$ cat config.mk
export PLATFORM = sky130hd
export DESIGN_NAME = skew_feeder
export DESIGN_NICKNAME = d
export VERILOG_FILES = /design/src/rtl/skew_feeder.sv
export SDC_FILE = /design/constraint.sdc
export NUM_CORES = 1
export LEC_CHECK = 0
export CAP_MARGIN = 20
export CORE_UTILIZATION = 49
export DETAILED_ROUTE_END_ITERATION = 8
export PLACE_DENSITY = 0.78
export SLEW_MARGIN = 30
export SYNTH_ARGS = -nofsm -noshare
export SYNTH_HDL_FRONTEND = slang
export SYNTH_SLANG_ARGS = --single-unit
$ cat constraint.sdc
create_clock -name clk -period 1.3 [get_ports clk]
set_input_delay 0.195 -clock clk [delete_from_list [all_inputs] [get_ports clk]]
set_output_delay 0.195 -clock clk [all_outputs]
set_load 0.005 [all_outputs]
$ cat src/rtl/skew_feeder.sv
// Skew feeder: turns one activation vector per cycle into a diagonal wavefront
// for the left edge of an N-row systolic array. Row r is delayed r+1 cycles.
module skew_feeder #(
    parameter int N      = 4,
    parameter int MUL_BW = 16
) (
    input  logic                  clk,
    input  logic                  rst,
    input  logic                  i_valid,
    input  logic [N*MUL_BW-1:0]   i_data,
    input  logic                  i_last,
    output logic                  o_ready,
    output logic [N*MUL_BW-1:0]   o_left,
    output logic [N-1:0]          o_row_valid,
    output logic                  o_busy,
    output logic                  o_done
);

    typedef enum logic [1:0] {
        IDLE,
        STREAM,
        DRAIN
    } state_t;

    localparam int CW = $clog2(N);

    state_t        state;
    logic [CW-1:0] drain_cnt;
    logic          accept;

    // Readiness is withheld during reset so nothing is accepted on a reset edge.
    assign o_ready = rst && (state != DRAIN);
    assign accept  = i_valid && o_ready;
    assign o_busy  = (state != IDLE);

    always_ff @(posedge clk) begin
        if (!rst) begin
            state     <= IDLE;
            drain_cnt <= '0;
            o_done    <= 1'b0;
        end else begin
            o_done <= 1'b0;
            case (state)
                IDLE, STREAM: begin
                    if (accept) begin
                        if (i_last) begin
                            state     <= DRAIN;
                            drain_cnt <= CW'(N - 1);
                        end else begin
                            state <= STREAM;
                        end
                    end
                end
                DRAIN: begin
                    if (drain_cnt == '0) begin
                        state  <= IDLE;
                        o_done <= 1'b1;
                    end else begin
                        drain_cnt <= drain_cnt - 1'b1;
                    end
                end
                default: state <= IDLE;
            endcase
        end
    end

    // Each row owns a private chain of r+1 stages feeding a final output register.
    for (genvar r = 0; r < N; r++) begin : g_row
        logic [MUL_BW-1:0] stage_d [r+1];
        logic [r:0]        stage_v;
        logic [MUL_BW-1:0] out_d;
        logic              out_v;

        always_ff @(posedge clk) begin
            // NOTE: the chain registers are a small shift memory, but they are
            // reset anyway so a reset truly discards in-flight activations.
            if (!rst) begin
                for (int k = 0; k <= r; k++) begin
                    stage_d[k] <= '0;
                end
                stage_v <= '0;
                out_d   <= '0;
                out_v   <= 1'b0;
            end else begin
                stage_d[0] <= accept ? i_data[r*MUL_BW +: MUL_BW] : '0;
                stage_v[0] <= accept;
                for (int k = 1; k <= r; k++) begin
                    stage_d[k] <= stage_d[k-1];
                    stage_v[k] <= stage_v[k-1];
                end
                out_d <= stage_d[r];
                out_v <= stage_v[r];
            end
        end

        assign o_left[r*MUL_BW +: MUL_BW] = out_d;
        assign o_row_valid[r]             = out_v;
    end

endmodule

After elaboration in Yosys (flattened, before gate mapping)
Memories as Yosys holds them, arrays and structs flattened. A register that Yosys moved wholly into a read port is not among the register bits.
Index checks and enable logic that the tools add are counted.
{ "classes": {"n_mul": 0, "n_eq_ne": 7, "mux": 26, "shifts": 0, "n_reduce_logical": 15, "order_cmp": 0, "div_mod_pow": 0, "bitwise_logic": 9, "n_addsub": 1} }
{ "op_table": {"columns": ["cell", "count"], "rows": [
  ["$mux W16", 14],
  ["$reduce_or A16 Y1", 1],
  ["$mux W2", 6],
  ["$ne A2 B2 Y1 const B", 5],
  ["$or A1 B1 Y1", 9],
  ["$pmux W2 S2", 2],
  ["$logic_not A1 Y1", 4],
  ["$logic_not A2 Y1", 2],
  ["$mux W1", 4],
  ["$reduce_and A2 Y1", 2],
  ["$reduce_and A4 Y1", 1],
  ["$reduce_bool A2 Y1", 2],
  ["$eq A2 B1 Y1 const B", 1],
  ["$eq A2 B2 Y1 const B", 1],
  ["$logic_and A1 B1 Y1", 2],
  ["$reduce_or A2 Y1", 1],
  ["$sub A2 B1 Y2 const B", 1]
]} }
{ "totals": {"memories": 4, "ff_bits": 19, "romBits": 0, "inputBits": 68, "wordCells": 73, "ram_bits": 160, "latch_bits": 0, "output_inout_bits": 71} }
{ "mem_list": {"columns": ["memory", "words", "width", "rd", "rd_ports_with_merged_regs", "write_ports", "line_no", "text"], "rows": [
  ["g_row[3].stage_d", 4, 16, 4, 1, 4, "69", "logic [MUL_BW-1:0] stage_d [r+1];"],
  ["g_row[2].stage_d", 3, 16, 3, 1, 3, "69", null],
  ["g_row[1].stage_d", 2, 16, 2, 1, 2, "69", null],
  ["g_row[0].stage_d", 1, 16, 1, 1, 1, "69", null]
]} }

Logic depth before layout (Yosys ltp)
Gate-level depths: netlist (run 1).
{ "depth": {"ltp_word": 5, "ltp_mapped": 5, "ltp_nobuf": 5} }

Least setup slack after synthesis (run 1)
OpenSTA, ideal clock, no wires.
{ "synth_path": {"path_type": "register to register", "startpoint": "register state[1]", "endpoint": "memory g_row[0].stage_d[0][0]", "path_slack_ns": 0.127, "arrival_ns": 1.058, "setup_time_ns": 0.115, "path_buffers": 2, "synth_period_minus_slack_ns": 1.173, "required_time_ns": 1.185, "stages_incl_launch_ff": 6, "path_cell_list": "dfxtp_1 nand2b_1 and3_4 buf_6 buf_6 and2_1"} }
{ "synth_via": {"elab_chain_cells": 5} }
{ "synth_lines": {"columns": ["element", "line_no", "text"], "rows": [
  ["from (decl)", "27", "state_t state;"],
  ["from (signal assigned)", "38", "state <= IDLE;"],
  ["from (signal assigned)", "47", "state <= DRAIN;"],
  ["from (signal assigned)", "50", "state <= STREAM;"],
  ["$ne A2 B2 Y1", "32", "assign o_ready = rst && (state != DRAIN);"],
  ["$logic_and A1 B1 Y1", "32", null],
  ["$logic_and A1 B1 Y1", "33", "assign accept = i_valid && o_ready;"],
  ["$mux W16", "85", "stage_d[0] <= accept ? i_data[r*MUL_BW +: MUL_BW] : '0;"],
  ["$mux W16 (no source line)", null, null],
  ["to (decl)", "69", null]
]} }
No other way between the ends.

Worst setup path after layout (run 1)
{ "layout_path": {"startpoint": "register state[0]", "endpoint": "output o_ready"} }
{ "layout_via": {"elab_chain_cells": 2} }
{ "layout_lines": {"columns": ["element", "line_no", "text"], "rows": [
  ["$ne A2 B2 Y1", "32", null],
  ["$logic_and A1 B1 Y1", "32", null],
  ["to (decl)", "12", "output logic o_ready,"]
]} }
No other way between the ends.

==> flow_metrics.env, run 1 <==
export IMPL_run_status="finished, violations left"
export IMPL_violations="negative setup slack"
export IMPL_critPathLaunchType="flip-flop"
export IMPL_final_common_cell="dfxtp_1"
export IMPL_ys_warn_count=0
export IMPL_synth_largest_area_cell="dfxtp_1"
export IMPL_finalSetupTns_ns=-0.158
export IMPL_grt_max_degree=101
export IMPL_firstDrtPassIters=4
export IMPL_drive_gt1_share_pct=8.21
export IMPL_period_share_pct=107
export IMPL_final_nets=723
export IMPL_slowest_delay_ns=0.33
export IMPL_dp_hpwl_um=6410
export IMPL_grt_pass1_wl_um=15200
export IMPL_setup_viol=2
export IMPL_routed_wl_um=9610
export IMPL_insertion_delay_ns=0.48
export IMPL_post_drt_wl_per_cell_um=11.4
export IMPL_nFillCells=927
export IMPL_reg2reg_slack_ns=0.06
export IMPL_fmax_mhz=722
export IMPL_rsz0062_at_grt="yes"
export IMPL_drc=0
export IMPL_pre_cts_slack_ns=-0.0275
export IMPL_slew_headroom_pct=71.7
export IMPL_yosysUniqueCellTypes=21
export IMPL_initial_core_util_pct=50.6
export IMPL_grt_pass1_vias=3456
export IMPL_p_leak_nw=3.89
export IMPL_grt_remaining_overflow=0
export IMPL_multiInputGateArea_um2=1560
export IMPL_area_growth_pct=34.7
export IMPL_clkTransAtPathRegs_ns=0.06
export IMPL_r2r_end="g_row[0].stage_d[0][13]$_SDFF_PN0_"
export IMPL_synth_area_um2=6410
export IMPL_ir_drop_v=0.000888
export IMPL_cp_slowest_cell="dfxtp_2"
export IMPL_cp_arrival_ns=1.19
export IMPL_end_kind="output port"
export IMPL_crit_path_end="o_ready"
export IMPL_hold_ws_ns=0.0494
export IMPL_combPwrFrac_pct=3.8
export IMPL_syn_inst=512
export IMPL_clockPowerShare_pct=45.1
export IMPL_fin_cells=842
export IMPL_regArea_um2=4690
export IMPL_placed_area_um2=7910
export IMPL_path_class="reg2out"
export IMPL_antenna_cells=0
export IMPL_r2r_cells=5
export IMPL_antenna_found_initial=0
export IMPL_chipWidth_um=116
export IMPL_clock_skew_ns=0.0119
export IMPL_min_period_ns=1.39
export IMPL_num_rows=41
export IMPL_p_total_mw=14.5
export IMPL_worst_slew_pin_slew_ns=0.424
export IMPL_hold_viol=0
export IMPL_cts_sinks=234
export IMPL_cp_max_fo=3
export IMPL_layout_common_cells="dfxtp_1, and2_1, dlygate4sd2_1"
export IMPL_cts_buffer_depth=3
export IMPL_vias=3516
export IMPL_cts_htree_levels=1
export IMPL_drt_initial_drc_count=163
export IMPL_root_buffer="clkbuf_16"
export IMPL_crit_chain="nand2b_4 > and2_1 > buf_2"
export IMPL_critPathLaunch="state[0]$_SDFFE_PN0P_"
export IMPL_p_int_mw=11.8
export IMPL_die_area_um2=13600
export IMPL_fin_util_pct=68.2
export IMPL_dp_cells=800
export IMPL_portBuffers=138
export IMPL_core_area_um2=12700
export IMPL_cp_required_ns=1.11
export IMPL_path_delay_family="flip-flops"
export IMPL_layout_setup_ws_ns=-0.0859
export IMPL_path_buf_inv=1
export IMPL_io_pins=139
export IMPL_switching_power_mw=2.72
export IMPL_synthTopCellsByArea="dfxtp_1, and2_1, buf_6"
export IMPL_die_h_um=116
export IMPL_ys_seq_area_share_pct=73.0
export IMPL_p_per_area_nw_per_um2=1680
export IMPL_ant_nets=0
export IMPL_netSwitchingFraction_pct=18.8
export IMPL_crit_cells=3
export IMPL_syn_nets=581
export IMPL_gp_congestion=0.630
export IMPL_hold_class="in2reg"
export IMPL_design_area_um2=8640
export IMPL_power_frac_seq_pct=51.1
export IMPL_ys_ff_latch=234
export IMPL_tritoncts="yes"
export IMPL_netlist_area_leader_share_pct=73.0
export IMPL_track_usage_pct=14.2
export IMPL_numCtsBuffers=22
export IMPL_worstReg2RegStart="state[0]$_SDFFE_PN0P_"
export IMPL_maxCapViolCount=0
export IMPL_syn_area_per_cell_um2=12.5
export IMPL_routed_via_density=4.18
export IMPL_drv_slew=0
routing by layer:
metal  global-route usage (%)  up-vias  wire, um
met5                        0        -         0
met4                     4.19        0        96
met3                     4.77        9       706
met2                     27.2       97      5090
met1                     14.5     1590      3720
li1                         -     1820         -
power by group through the flow:
| stage | combinational (mW) | sequential, mW | clock, mW |
|---|---|---|---|
| 2_1_floorplan | 0.246 | 7.56 | 0 |
| 3_3_place_gp | 0.548 | 7.56 | 0 |
| 3_5_place_dp | 0.567 | 7.57 | 0 |
| 4_1_cts | 0.554 | 7.41 | 6.70 |
| 5_1_grt | 0.613 | 7.42 | 6.99 |
| 6_report | 0.552 | 7.41 | 6.54 |
worst min path at each step:
stage	startpoint	slack [ns]	to	cells after the start
after detailed placement	g_row[3].stage_d[3][12]$_SDFF_PN0_	0.42	g_row[3].out_d[12]$_SDFF_PN0_	1
after global placement	g_row[0].stage_d[0][1]$_SDFF_PN0_	0.41	g_row[0].out_d[1]$_SDFF_PN0_	1
after floorplan	i_data[0]	0.32	g_row[0].stage_d[0][0]$_SDFF_PN0_	1
final	rst	0.05	state[0]$_SDFFE_PN0P_	3
after global routing	rst	0.06	state[0]$_SDFFE_PN0P_	3
after CTS	rst	0.02	state[1]$_SDFFE_PN0P_	3
layout make-up:
type,count,share of cell area (%)
clock buffer,29,7.39
clock inverter,11,1.58
inverter,3,0.130
multi-input combinational,246,18.1
sequential,234,54.3
tap,172,2.49
timing repair buffer,147,16.0
timing repair:
| item | in CTS | in global routing |
|---|---|---|
| setup buffers | 0 | 1 |
| hold buffers | 1 | 0 |
| gates resized for setup | 82 | 5 |
| pin swaps | 1 | 1 |
| endpoints found under the hold margin | 1 | 0 |
| endpoints found under the setup margin | 71 | 6 |
flip-flops by register name, summed over array words and instances (netlist names):
| name | count |
|---|---|
| drain_cnt | 2 |
| g_row.stage_d | 160 |
| g_row.out_v | 2 |
| o_done | 1 |
| state | 2 |
| g_row.stage_v | 3 |
| g_row.out_d | 64 |
worst min-delay path: cells and delay by family:
kind	cells	cell delay [ns]
buffers and inverters	2	0.24
and+or+nand+nor	1	0.06
cell families (layout without fill, tap and decap cells):
logic type,count (synthesis),count (layout),share of synthesized area (%)
adders and majority gates,1,1,0.195
and+or+nand+nor,239,239,23.2
xor gates and xnor gates,1,1,0.137
DFF,234,234,73.0
muxes,1,1,0.156
AOI/OAI and AO/OA,4,4,0.410
buffers and inverters,32,190,2.87
synth_stat cells, drive strengths merged:
| cell | n |
|---|---|
| ha | 1 |
| buf | 12 |
| a21oi | 1 |
| and2 | 230 |
| xnor2 | 1 |
| nand2 | 1 |
| a21boi | 1 |
| dfxtp | 234 |
| and3 | 1 |
| or2 | 1 |
| nor4 | 1 |
| nor2 | 4 |
| inv | 3 |
| nand2b | 1 |
| clkbuf | 17 |
| mux2i | 1 |
| o31ai | 1 |
| a31oi | 1 |
Note: power is estimated with default switching activity, not from simulation.
==> run 2: changes to the inputs <==
Settings changed: CORE_UTILIZATION 49 to 44, PLACE_DENSITY 0.78 to 0.74.
Clock period 1.3 ns to 1.2 ns, I/O delays scaled along.
==> flow_metrics.env, run 2 (synthesis gave the netlist of run 1 again) <==
export IMPL_run_status="finished, violations left"
export IMPL_violations="negative setup slack"
export IMPL_grt_remaining_overflow=0
export IMPL_drv_slew=0
export IMPL_crit_cells=3
export IMPL_die_area_um2=15100
export IMPL_grt_pass1_vias=3563
export IMPL_drive_gt1_share_pct=27.1
export IMPL_die_h_um=123
export IMPL_insertion_delay_ns=0.48
export IMPL_clock_skew_ns=0.00409
export IMPL_cts_sinks=234
export IMPL_cp_required_ns=1.02
export IMPL_dp_hpwl_um=6580
export IMPL_path_delay_family="flip-flops"
export IMPL_worst_slew_pin_slew_ns=0.443
export IMPL_critPathLaunch="state[0]$_SDFFE_PN0P_"
export IMPL_reg2reg_slack_ns=-0.16
export IMPL_use_met1_pct=16.8
export IMPL_hold_ws_ns=0.247
export IMPL_final_nets=731
export IMPL_switching_power_mw=2.98
export IMPL_track_usage_pct=14.2
export IMPL_root_buffer="clkbuf_16"
export IMPL_firstDrtPassIters=4
export IMPL_slowest_delay_ns=0.33
export IMPL_fmax_mhz=733
export IMPL_slew_headroom_pct=70.4
export IMPL_rsz0062_at_grt="yes"
export IMPL_setup_viol=66
export IMPL_cts_buffer_depth=3
export IMPL_drc=0
export IMPL_initial_core_util_pct=45.7
export IMPL_end_kind="output port"
export IMPL_chipWidth_um=123
export IMPL_min_period_ns=1.36
export IMPL_final_common_cell="dfxtp_1"
export IMPL_r2r_end="g_row[3].stage_d[0][0]$_SDFF_PN0_"
export IMPL_hold_class="in2reg"
export IMPL_io_pins=139
export IMPL_antenna_cells=0
export IMPL_top_usage_layer="met2"
export IMPL_p_int_mw=12.8
export IMPL_routed_via_density=4.16
export IMPL_cts_htree_levels=1
export IMPL_worstReg2RegStart="state[0]$_SDFFE_PN0P_"
export IMPL_combPwrFrac_pct=4.8
export IMPL_fin_util_pct=62.2
export IMPL_post_drt_wl_per_cell_um=12.7
export IMPL_cp_max_fo=3
export IMPL_vias=3563
export IMPL_grt_use_met2_pct=24.0
export IMPL_ant_nets=0
export IMPL_power_frac_seq_pct=51.0
export IMPL_nFillCells=1127
export IMPL_path_class="reg2out"
export IMPL_cp_slowest_cell="dfxtp_2"
export IMPL_cp_arrival_ns=1.18
export IMPL_reg_top3="g_row.stage_d (160), g_row.out_d (64), g_row.stage_v (3)"
export IMPL_routed_wl_um=10900
export IMPL_tritoncts="yes"
export IMPL_area_growth_pct=36.1
export IMPL_num_rows=43
export IMPL_crit_path_end="o_ready"
export IMPL_netSwitchingFraction_pct=18.9
export IMPL_portBuffers=138
export IMPL_crit_chain="nand2b_4 > and2_4 > buf_6"
export IMPL_grt_pass1_wl_um=16600
export IMPL_regMostFlops="g_row.stage_d"
export IMPL_clockPowerShare_pct=44.2
export IMPL_r2r_cells=6
export IMPL_critPathLaunchType="flip-flop"
export IMPL_grt_max_degree=101
export IMPL_path_buf_inv=1
export IMPL_use_met3_pct=4.55
export IMPL_layout_setup_ws_ns=-0.165
export IMPL_antenna_found_initial=0
export IMPL_ir_drop_v=0.000981
export IMPL_core_area_um2=14000
export IMPL_layout_common_cells="dfxtp_1, and2_1, clkdlybuf4s50_1"
export IMPL_hold_viol=0
export IMPL_maxCapViolCount=0
export IMPL_drt_initial_drc_count=132
export IMPL_numCtsBuffers=22
export IMPL_clkTransAtPathRegs_ns=0.06
export IMPL_gp_congestion=0.764
export IMPL_p_per_area_nw_per_um2=1800
export IMPL_largest_register_ffs=160
export IMPL_period_share_pct=114
export IMPL_p_leak_nw=3.83
run 2: changes by cell type in the layout (fill, tap and decap cells not counted), sizes merged, moves of 4 or more:
cell and change:
buf +28, dlygate4sd2 -67, clkdlybuf4s15 +5, clkbuf +44
clkinv -4
run 2: worst min-delay path by stage:
stage	start	to	depth (start not counted)	slack [ns]
6_report	rst	g_row[3].out_d[13]$_SDFF_PN0_	3	0.25
5_1_grt	i_data[12]	g_row[0].stage_d[0][12]$_SDFF_PN0_	2	0.24
4_1_cts	rst	g_row[1].stage_v[0]$_SDFF_PN0_	3	0.24
3_5_place_dp	g_row[1].stage_d[1][1]$_SDFF_PN0_	g_row[1].out_d[1]$_SDFF_PN0_	1	0.42
3_3_place_gp	g_row[2].stage_d[1][3]$_SDFF_PN0_	g_row[2].stage_d[2][3]$_SDFF_PN0_	1	0.41
2_1_floorplan	i_data[0]	g_row[0].stage_d[0][0]$_SDFF_PN0_	1	0.30
run 2: tightest hold or removal path, stage by stage:
cell and delay (ns):
buf_4 0.14, buf_12 0.19, and2_1 0.16
run 2: area by class of cell:
| cell class | count | area [um^2] | area share (%) |
|---|---|---|---|
| flip-flops and latches | 234 | 4710 | 54.0 |
| multi-input cells | 246 | 1660 | 19.0 |
| repair buffers | 155 | 1370 | 15.6 |
| clock buffers | 31 | 666 | 7.62 |
| well taps | 180 | 225 | 2.58 |
| clock inverters | 7 | 90.1 | 1.03 |
| inverters | 3 | 11.3 | 0.129 |
run 2: routing by layer:
metal,up-vias,wire length (um)
met5,-,0
li1,1840,-
met4,0,217
met3,22,876
met2,115,5130
met1,1586,4660
run 2: metrics by stage:
step / TNS (ns) / area [um^2] / std cells / worst slack (ns) / power, mW
2_1_floorplan: 0 / 6410 / 512 / 0.0271 / 8.45
3_3_place_gp: -6.26 / 7920 / 808 / -0.114 / 8.79
3_5_place_dp: -6.45 / 7920 / 808 / -0.123 / 8.82
4_1_cts: -3.95 / 8790 / 850 / -0.174 / 15.9
5_1_grt: -11.30 / 8730 / 856 / -0.212 / 16.4
6_report: -9.24 / 8730 / 856 / -0.165 / 15.7
run 2: repair_timing:
action,4_1_cts,5_1_grt
pin swaps,2,0
setup buffers,1,1
hold endpoints to repair,1,0
gates cloned,2,5
hold buffers,1,0
setup endpoints to repair,137,119
gates resized for setup,226,80
run 2: power groups by stage:
stage | clock network (mW) | registers [mW] | logic, mW
after floorplan | 0 | 8.19 | 0.266
after global placement | 0 | 8.19 | 0.599
after detailed placement | 0 | 8.20 | 0.622
after CTS | 7.15 | 8.03 | 0.684
after global routing | 7.52 | 8.04 | 0.823
final | 6.95 | 8.03 | 0.757
==> run 3: changes to the inputs <==
Settings changed: CORE_MARGIN set to 8, SLEW_MARGIN 30 to unset.
==> flow_metrics.env, run 3 (synthesis gave the netlist of run 1 again) <==
export IMPL_run_status="finished, violations left"
export IMPL_violations="negative setup slack"
export IMPL_cts_buffer_depth=3
export IMPL_drive_gt1_share_pct=29.4
export IMPL_antenna_found_initial=0
export IMPL_clkTransAtPathRegs_ns=0.06
export IMPL_slew_headroom_pct=76.0
export IMPL_p_leak_nw=3.85
export IMPL_hold_ws_ns=0.243
export IMPL_worst_slew_pin_slew_ns=0.361
export IMPL_maxCapViolCount=0
export IMPL_critPathLaunch="state[0]$_SDFFE_PN0P_"
export IMPL_placed_area_um2=7940
export IMPL_io_pins=139
export IMPL_min_period_ns=1.37
export IMPL_period_share_pct=115
export IMPL_root_buffer="clkbuf_16"
export IMPL_die_area_um2=18700
export IMPL_r2r_cells=6
export IMPL_final_nets=734
export IMPL_p_total_mw=15.5
export IMPL_reg2reg_slack_ns=-0.15
export IMPL_routed_via_density=4.23
export IMPL_ant_nets=0
export IMPL_chipWidth_um=137
export IMPL_routed_wl_um=11900
export IMPL_cts_sinks=234
export IMPL_dp_hpwl_um=7370
export IMPL_vias=3641
export IMPL_die_h_um=137
export IMPL_insertion_delay_ns=0.48
export IMPL_critPathLaunchType="flip-flop"
export IMPL_design_area_um2=8710
export IMPL_finalSetupTns_ns=-6.98
export IMPL_grt_pass1_vias=3751
export IMPL_setup_viol=58
export IMPL_drv_slew=0
export IMPL_cp_arrival_ns=1.19
export IMPL_initial_core_util_pct=44.6
export IMPL_cp_required_ns=1.02
export IMPL_core_area_um2=14400
export IMPL_clock_skew_ns=0.00852
export IMPL_drt_initial_drc_count=100
export IMPL_end_kind="output port"
export IMPL_reg_top3="g_row.stage_d (160), g_row.out_d (64), g_row.stage_v (3)"
export IMPL_fmax_mhz=728
export IMPL_layout_common_cells="dfxtp_1, and2_1, clkdlybuf4s50_1"
export IMPL_hold_viol=0
export IMPL_fin_util_pct=60.6
export IMPL_gp_congestion=0.719
export IMPL_numCtsBuffers=23
export IMPL_rsz0062_at_grt="yes"
export IMPL_worstReg2RegStart="state[0]$_SDFFE_PN0P_"
export IMPL_regMostFlops="g_row.stage_d"
export IMPL_num_rows=44
export IMPL_antenna_cells=0
export IMPL_nFillCells=1128
export IMPL_post_drt_wl_per_cell_um=13.9
export IMPL_largest_register_ffs=160
export IMPL_path_class="reg2out"
export IMPL_track_usage_pct=12.0
export IMPL_r2r_end="g_row[1].stage_d[0][8]$_SDFF_PN0_"
export IMPL_portBuffers=138
export IMPL_hold_class="in2reg"
export IMPL_final_common_cell="dfxtp_1"
export IMPL_area_growth_pct=35.8
export IMPL_grt_remaining_overflow=0
export IMPL_grt_max_degree=121
export IMPL_cts_htree_levels=1
export IMPL_ir_drop_v=0.000946
export IMPL_grt_pass1_wl_um=17900
export IMPL_firstDrtPassIters=4
export IMPL_p_per_area_nw_per_um2=1780
export IMPL_crit_path_end="o_ready"
export IMPL_cp_max_fo=3
export IMPL_drc=0
export IMPL_layout_setup_ws_ns=-0.174
export IMPL_tritoncts="yes"
==> run 3: cell types whose count changed in the layout (fill, tap and decap cells not counted), sizes merged <==
cell,before,now
inv,3,4
clkinvlp,2,1
clkinv,3,1
buf,39,65
dlygate4sd3,1,0
clkdlybuf4s15,7,3
clkbuf,73,56
bufinv,2,1
==> run 3: critical path: stages (launching register included) <==
cell,delay (ns)
dfxtp_2,0.33
nand2b_4,0.14
and2_4,0.13
buf_6,0.11
==> run 3: worst min-delay path by stage <==
stage	to	cells after the start	from	slack [ns]
6_report	g_row[3].stage_v[2]$_SDFF_PN0_	3	rst	0.24
3_3_place_gp	g_row[2].stage_d[1][13]$_SDFF_PN0_	1	g_row[2].stage_d[0][13]$_SDFF_PN0_	0.41
2_1_floorplan	g_row[0].stage_d[0][0]$_SDFF_PN0_	1	i_data[0]	0.30
3_5_place_dp	g_row[2].stage_d[1][2]$_SDFF_PN0_	1	g_row[2].stage_d[0][2]$_SDFF_PN0_	0.42
4_1_cts	g_row[3].stage_d[0][9]$_SDFF_PN0_	2	i_data[57]	0.23
5_1_grt	g_row[3].stage_d[0][14]$_SDFF_PN0_	2	i_data[62]	0.23
==> run 3: layout make-up <==
cell class	instances	area, um^2	area share [%]
repair buffers	157	1350	15.5
clock buffers	33	663	7.61
multi-input cells	246	1690	19.4
flip-flops and latches	234	4720	54.2
inverters	3	11.3	0.129
well taps	184	230	2.64
clock inverters	4	53.8	0.618
==> run 3: routing by layer <==
layer	vias up	track usage (%)	routed length [um]
met5	-	0	0
met4	0	5.86	377
met3	28	3.45	876
met2	98	21.8	6130
met1	1677	12.3	4560
li1	1838	-	-
==> run 3: through the flow <==
stage / setup slack [ns] / instances
6_report: -0.174 / 861
5_1_grt: -0.214 / 861
4_1_cts: -0.187 / 859
3_5_place_dp: -0.123 / 812
3_3_place_gp: -0.0905 / 812
2_1_floorplan: 0.0271 / 512
==> run 3: power by group <==
part	switching [mW]	leakage [nW]	internal, mW	total [mW]
clock	2.69	0.350	4.03	6.72
combinational	0.269	1.58	0.508	0.777
sequential	0.0492	1.91	7.98	8.03
==> run 3: timing repair <==
action / 4_1_cts / 5_1_grt
resized for setup: 276 / 74
setup buffers: 6 / 3
gates cloned: 4 / 3
hold buffers: 0 / 0
endpoints found under the setup margin: 137 / 115
pin swaps: 3 / 2
